$ cat src/rtl/decade_pkg.sv
// Shared types and BCD helpers for the cascaded decade counter chain.
package decade_pkg;

  localparam int unsigned BCD_W = 4;
  localparam logic [BCD_W-1:0] BCD_MAX = 4'd9;

  typedef enum logic [1:0] {
    IDLE  = 2'd0,
    RUN   = 2'd1,
    PAUSE = 2'd2,
    DONE  = 2'd3
  } state_t;

  // One BCD step in the requested direction, wrapping 9->0 / 0->9.
  function automatic logic [BCD_W-1:0] bcd_step(input logic [BCD_W-1:0] q,
                                                input logic up);
    if (up) return (q >= BCD_MAX) ? BCD_W'(0) : q + BCD_W'(1);
    else    return (q == BCD_W'(0)) ? BCD_MAX : q - BCD_W'(1);
  endfunction

  // Non-decimal preset digits saturate to 9.
  function automatic logic [BCD_W-1:0] bcd_clamp(input logic [BCD_W-1:0] d);
    return (d > BCD_MAX) ? BCD_MAX : d;
  endfunction

endpackage

$ cat src/rtl/bcd_digit.sv
// Single decade digit with clear, preset and carry/borrow out.
module bcd_digit
  import decade_pkg::*;
(
  input  logic             clk,
  input  logic             rst,
  input  logic             clr,
  input  logic             ld,
  input  logic [BCD_W-1:0] ld_val,
  input  logic             en,
  input  logic             up_dn,
  output logic [BCD_W-1:0] q,
  output logic             co
);

  always_ff @(posedge clk) begin
    if (rst || clr)  q <= '0;
    else if (ld)     q <= bcd_clamp(ld_val);
    else if (en)     q <= bcd_step(q, up_dn);
  end

  // Carry/borrow is combinational so the whole chain ripples in one cycle.
  assign co = en & (up_dn ? (q == BCD_MAX) : (q == BCD_W'(0)));

endmodule

$ cat src/rtl/decade_chain_ctrl.sv
// Sequencer for a chain of decade counters: prescaled tick, run/pause/done
// state machine, terminal-count detect and wrap flag.
module decade_chain_ctrl
  import decade_pkg::*;
#(
  parameter int unsigned DIGITS   = 4,
  parameter int unsigned TICK_DIV = 50000
) (
  input  logic                    clk,
  input  logic                    rst,
  input  logic                    start,
  input  logic                    stop,
  input  logic                    clear,
  input  logic                    load,
  input  logic [BCD_W*DIGITS-1:0] load_val,
  input  logic [BCD_W*DIGITS-1:0] limit,
  input  logic                    up_dn,
  output logic [BCD_W*DIGITS-1:0] count,
  output logic                    running,
  output logic                    done,
  output logic                    wrap
);

  localparam int unsigned CNT_W = BCD_W * DIGITS;
  localparam int unsigned PS_W  = (TICK_DIV > 1) ? $clog2(TICK_DIV) : 1;
  localparam logic [PS_W-1:0] PS_LAST = PS_W'(TICK_DIV - 1);

  state_t            state, state_n;
  logic [PS_W-1:0]   ps;
  logic              tick;
  logic [DIGITS:0]   carry;
  logic [CNT_W-1:0]  next_count;
  logic              hit;

  // A step is suppressed whenever a higher-priority command lands this cycle.
  assign tick = (state == RUN) && (ps == PS_LAST) && !clear && !load && !stop;

  always_ff @(posedge clk) begin
    if (rst || clear || load) begin
      ps <= '0;
    end else if (state == RUN && !stop) begin
      ps <= tick ? '0 : ps + PS_W'(1);
    end
  end

  assign carry[0] = tick;

  for (genvar i = 0; i < DIGITS; i++) begin : g_digit
    bcd_digit u_digit (
      .clk    (clk),
      .rst    (rst),
      .clr    (clear),
      .ld     (load),
      .ld_val (load_val[i*BCD_W +: BCD_W]),
      .en     (carry[i]),
      .up_dn  (up_dn),
      .q      (count[i*BCD_W +: BCD_W]),
      .co     (carry[i+1])
    );
  end

  // Value the chain will hold after this cycle's step, for terminal detect.
  always_comb begin
    next_count = count;
    for (int i = 0; i < DIGITS; i++) begin
      if (carry[i]) next_count[i*BCD_W +: BCD_W] = bcd_step(count[i*BCD_W +: BCD_W], up_dn);
    end
  end

  assign hit = tick && (next_count == limit);

  always_ff @(posedge clk) begin
    if (rst) state <= IDLE;
    else     state <= state_n;
  end

  always_comb begin
    state_n = state;
    if (clear || load) begin
      state_n = IDLE;
    end else begin
      unique case (state)
        IDLE:    if (!stop && start) state_n = RUN;
        RUN:     if (stop) state_n = PAUSE;
                 else if (hit) state_n = DONE;
        PAUSE:   if (!stop && start) state_n = RUN;
        DONE:    if (!stop && start) state_n = RUN;
        default: state_n = IDLE;
      endcase
    end
  end

  always_ff @(posedge clk) begin
    if (rst) begin
      running <= 1'b0;
      done    <= 1'b0;
      wrap    <= 1'b0;
    end else begin
      running <= (state_n == RUN);
      done    <= (state_n == DONE);
      wrap    <= carry[DIGITS];
    end
  end

endmodule
$ cat config.mk
export PLATFORM = sky130hd
export DESIGN_NAME = decade_chain_ctrl
export DESIGN_NICKNAME = d
export VERILOG_FILES = /design/src/rtl/decade_pkg.sv /design/src/rtl/bcd_digit.sv /design/src/rtl/decade_chain_ctrl.sv
export SDC_FILE = /design/constraint.sdc
export NUM_CORES = 1
export LEC_CHECK = 0
export CELL_PAD_IN_SITES_DETAIL_PLACEMENT = 0
export CELL_PAD_IN_SITES_GLOBAL_PLACEMENT = 1
export CORE_MARGIN = 2
export CORE_UTILIZATION = 38
export CTS_CLUSTER_SIZE = 20
export DETAILED_ROUTE_END_ITERATION = 10
export GPL_TIMING_DRIVEN = 0
export PLACE_DENSITY_LB_ADDON = 0.25
export SYNTH_ARGS = -nofsm -noshare
export SYNTH_HDL_FRONTEND = slang
export SYNTH_SLANG_ARGS = --single-unit
$ cat constraint.sdc
create_clock -name clk -period 3.69 [get_ports clk]
set_input_delay 0.738 -clock clk [delete_from_list [all_inputs] [get_ports clk]]
set_output_delay 0.738 -clock clk [all_outputs]
set_load 0.02 [all_outputs]
==> results_dict.tcl, run 1 <==
set metrics [dict create \
    startpoint_type "primary input" \
    place_hpwl_um 7269 \
    drive_above_1_share 0.08798 \
    drtPass1Iterations 4 \
    p_sw_frac 0.2951 \
    p_switching_uw 296.4 \
    hold_viol_final 0 \
    antenna_found_initial 0 \
    port_buffers 56 \
    gp_congestion 0.9022 \
    vias 3226 \
    finalSetupViolations 0 \
    path_clk_slew_ps 90 \
    syn_area_per_cell_um2 7.665 \
    finalSetupTns_ps 0 \
    wl_um 9584 \
    hold_class "reg -> reg" \
    synth_cell_types 67 \
    syn-instance-count 397 \
    cts_hold_buffers 0 \
    outcome "finished, final reports clean" \
    async_flop_share 0 \
    grt_pass1_wl_um 15590 \
    finClkSkew_ps 8.871 \
    syn_area_um2 3043 \
    num_rows 32 \
    finalCritPeriodShare 0.9443 \
    cp-end-kind "flip-flop" \
    hold_ws_ps 488.5 \
    pin_count 58 \
    grt_overflow_total 0 \
    ys_seq_area_frac 0.2434 \
    clock-root-buffer "clkbuf_8" \
    arrival_ps 3720 \
    cts_tree "yes" \
    ir_worst_vdd_mv 0.1670 \
    fin_cells 568 \
    antenna_cells 0 \
    grt_max_degree 14 \
    synth_top_flop_cell "dfxtp_1" \
    fin_ws_ps 205.5 \
    finalPower_mw 1.004 \
    ys_ff_latch 37 \
    multi_input_area_um2 2178 \
    cts_max_level 2 \
    via_per_inst 5.680 \
    fmax_ghz 0.2870 \
    p_comb_frac 0.215 \
    layout_commonest_cell "clkdlybuf4s50_1" \
    track_usage 0.2260 \
    grt_pass1_vias 3141 \
    worst_slew_pin_slew_ps 763.0 \
    yosysWarnings 0 \
    criticalPathCategory "in -> reg" \
    finalNetCount 517 \
    syn_nets 449 \
    r2r_setup_slack_ps 300 \
    fp.dieW_um 93.49 \
    slew_headroom 0.4782 \
    clock_sinks 37 \
    rsz0062_at_grt "no" \
    route.detailed.drc 0 \
    seqPwrFrac 0.413 \
    p_int_uw 707.9 \
    design_area_um2 3934 \
    cts_buffers 5 \
    layout_min_cycle_time_ps 3485 \
    required_ps 3930 \
    clockBufferDepth 2 \
    drv_slew 0 \
    synth_edf_count 0 \
    p_per_area_nw_per_um2 255.3 \
    path_max_fanout 8 \
    clk_latency_ps 300 \
    synthToLayoutAreaGrowth_pct 29.28 \
    p_leak_nw 1.364 \
    die-height_um 93.49 \
    cap_violations 0 \
    initial_core_util 0.3938 \
    core_um2 7727 \
    seq_area_um2 740.7 \
    p_clk_frac 0.373 \
    layout_common_cells "clkdlybuf4s50_1, nor2_1, dfxtp_1" \
    place_area_um2 3731 \
    placed_cells 555 \
    nFillCells 798 \
    final_core_util 0.5091 \
    ant_nets 0 \
    wl_per_cell_um 16.87 \
    die_area_um2 8739 \
    place_worst_setup_slack_ps -440.3 \
    drt_first_iter_violations 192 \
]
[cells in the mapped netlist, drive strengths merged, types with 4 or more instances]
library cell	n	area [um^2]
a211oi	5	37.54
a21oi	15	75.07
a221oi	4	47.55
a2bb2oi	4	41.29
a311oi	6	52.55
a31oi	4	25.02
and2	7	43.79
buf	6	32.53
clkbuf	13	48.80
dfxtp	37	740.7
ha	13	162.7
inv	20	75.07
mux2i	8	80.08
nand2	30	112.6
nand2b	7	43.79
nand3	12	60.06
nand4	6	37.54
nand4b	6	52.55
nor2	47	176.4
nor2b	9	56.30
nor3	9	45.04
nor4	5	46.29
o21ai	28	140.1
o31ai	5	37.54
or3	5	31.28
or3b	6	52.55
xnor2	13	113.9
xor2	11	96.34
[power by group through the flow]
| stage | combinational, mW | clock, mW | sequential (mW) |
|---|---|---|---|
| 2_1_floorplan | 0.109 | 0 | 0.428 |
| 3_3_place_gp | 0.209 | 0 | 0.424 |
| 3_5_place_dp | 0.209 | 0 | 0.424 |
| 4_1_cts | 0.212 | 0.379 | 0.414 |
| 5_1_grt | 0.233 | 0.396 | 0.416 |
| 6_report | 0.216 | 0.374 | 0.414 |
[cells by family (layout without fill, tap and decap cells)]
group                      Yosys count  in the layout  synth area share
and+or+nand+nor                    170            170            0.3067
xor gates and xnor gates            24             24           0.06908
AOI/OAI and AO/OA                  103            103            0.2410
buffers and inverters               40            109           0.05263
muxes                               10             10           0.03372
adders and majority gates           13             13           0.05346
DFF                                 37             37            0.2434
[final cells by class]
cell class / count / area share
flip-flops and latches: 37 / 0.1883
repair buffers: 61 / 0.1536
clock buffers: 5 / 0.01749
well taps: 102 / 0.03244
multi-input cells: 320 / 0.5538
clock inverters: 3 / 0.01177
plain buffers: 19 / 0.02258
inverters: 21 / 0.02004
[path summary, 6_finish.rpt]
kind / end / start / cells after the start
worst max register to register: state[1] / g_digit[0].u_digit.q[0] / 11
worst min register to register: ps[1] / ps[1] / 2
worst max-delay path: state[1] / stop / 11
worst min-delay path: ps[1] / ps[1] / 2
[registers in the layout, indices dropped and copies added (netlist names)]
signal and flops:
state 2, wrap 1, g_digit.u_digit.q 16, ps 16, done 1, running 1
[routing by layer]
layer  up-vias  GRT usage  share of wire
met1      1506     0.3072           0.47
met2       114     0.3615           0.45
met4         0    0.06985          0.022
met3        18    0.04271          0.060
met5         -          0              0
li1       1588          -              -
[worst max-delay path, cell delays in order]
cell            delay [ps]
dlymetal6s2s_1         160
or3b_1                 370
buf_2                  170
or4_4                  540
buf_6                  160
a211oi_2               170
o211ai_1               150
a2111oi_2              360
nand4_1                270
o41ai_4                450
nor2b_2                190
[repair_timing]
item	4_1_cts	5_1_grt
cloned	1	0
pin swaps	4	4
setup buffers	4	0
gates resized for setup	5	8
setup endpoints to repair	3	3
Power figures use the tool's default switching activity.
==> run 2, diff against run 1 <==
- TNS_END_PERCENT: unset -> 5
==> results of run 2 <==
Final layout, timing and power as in run 1 (identical DEF).
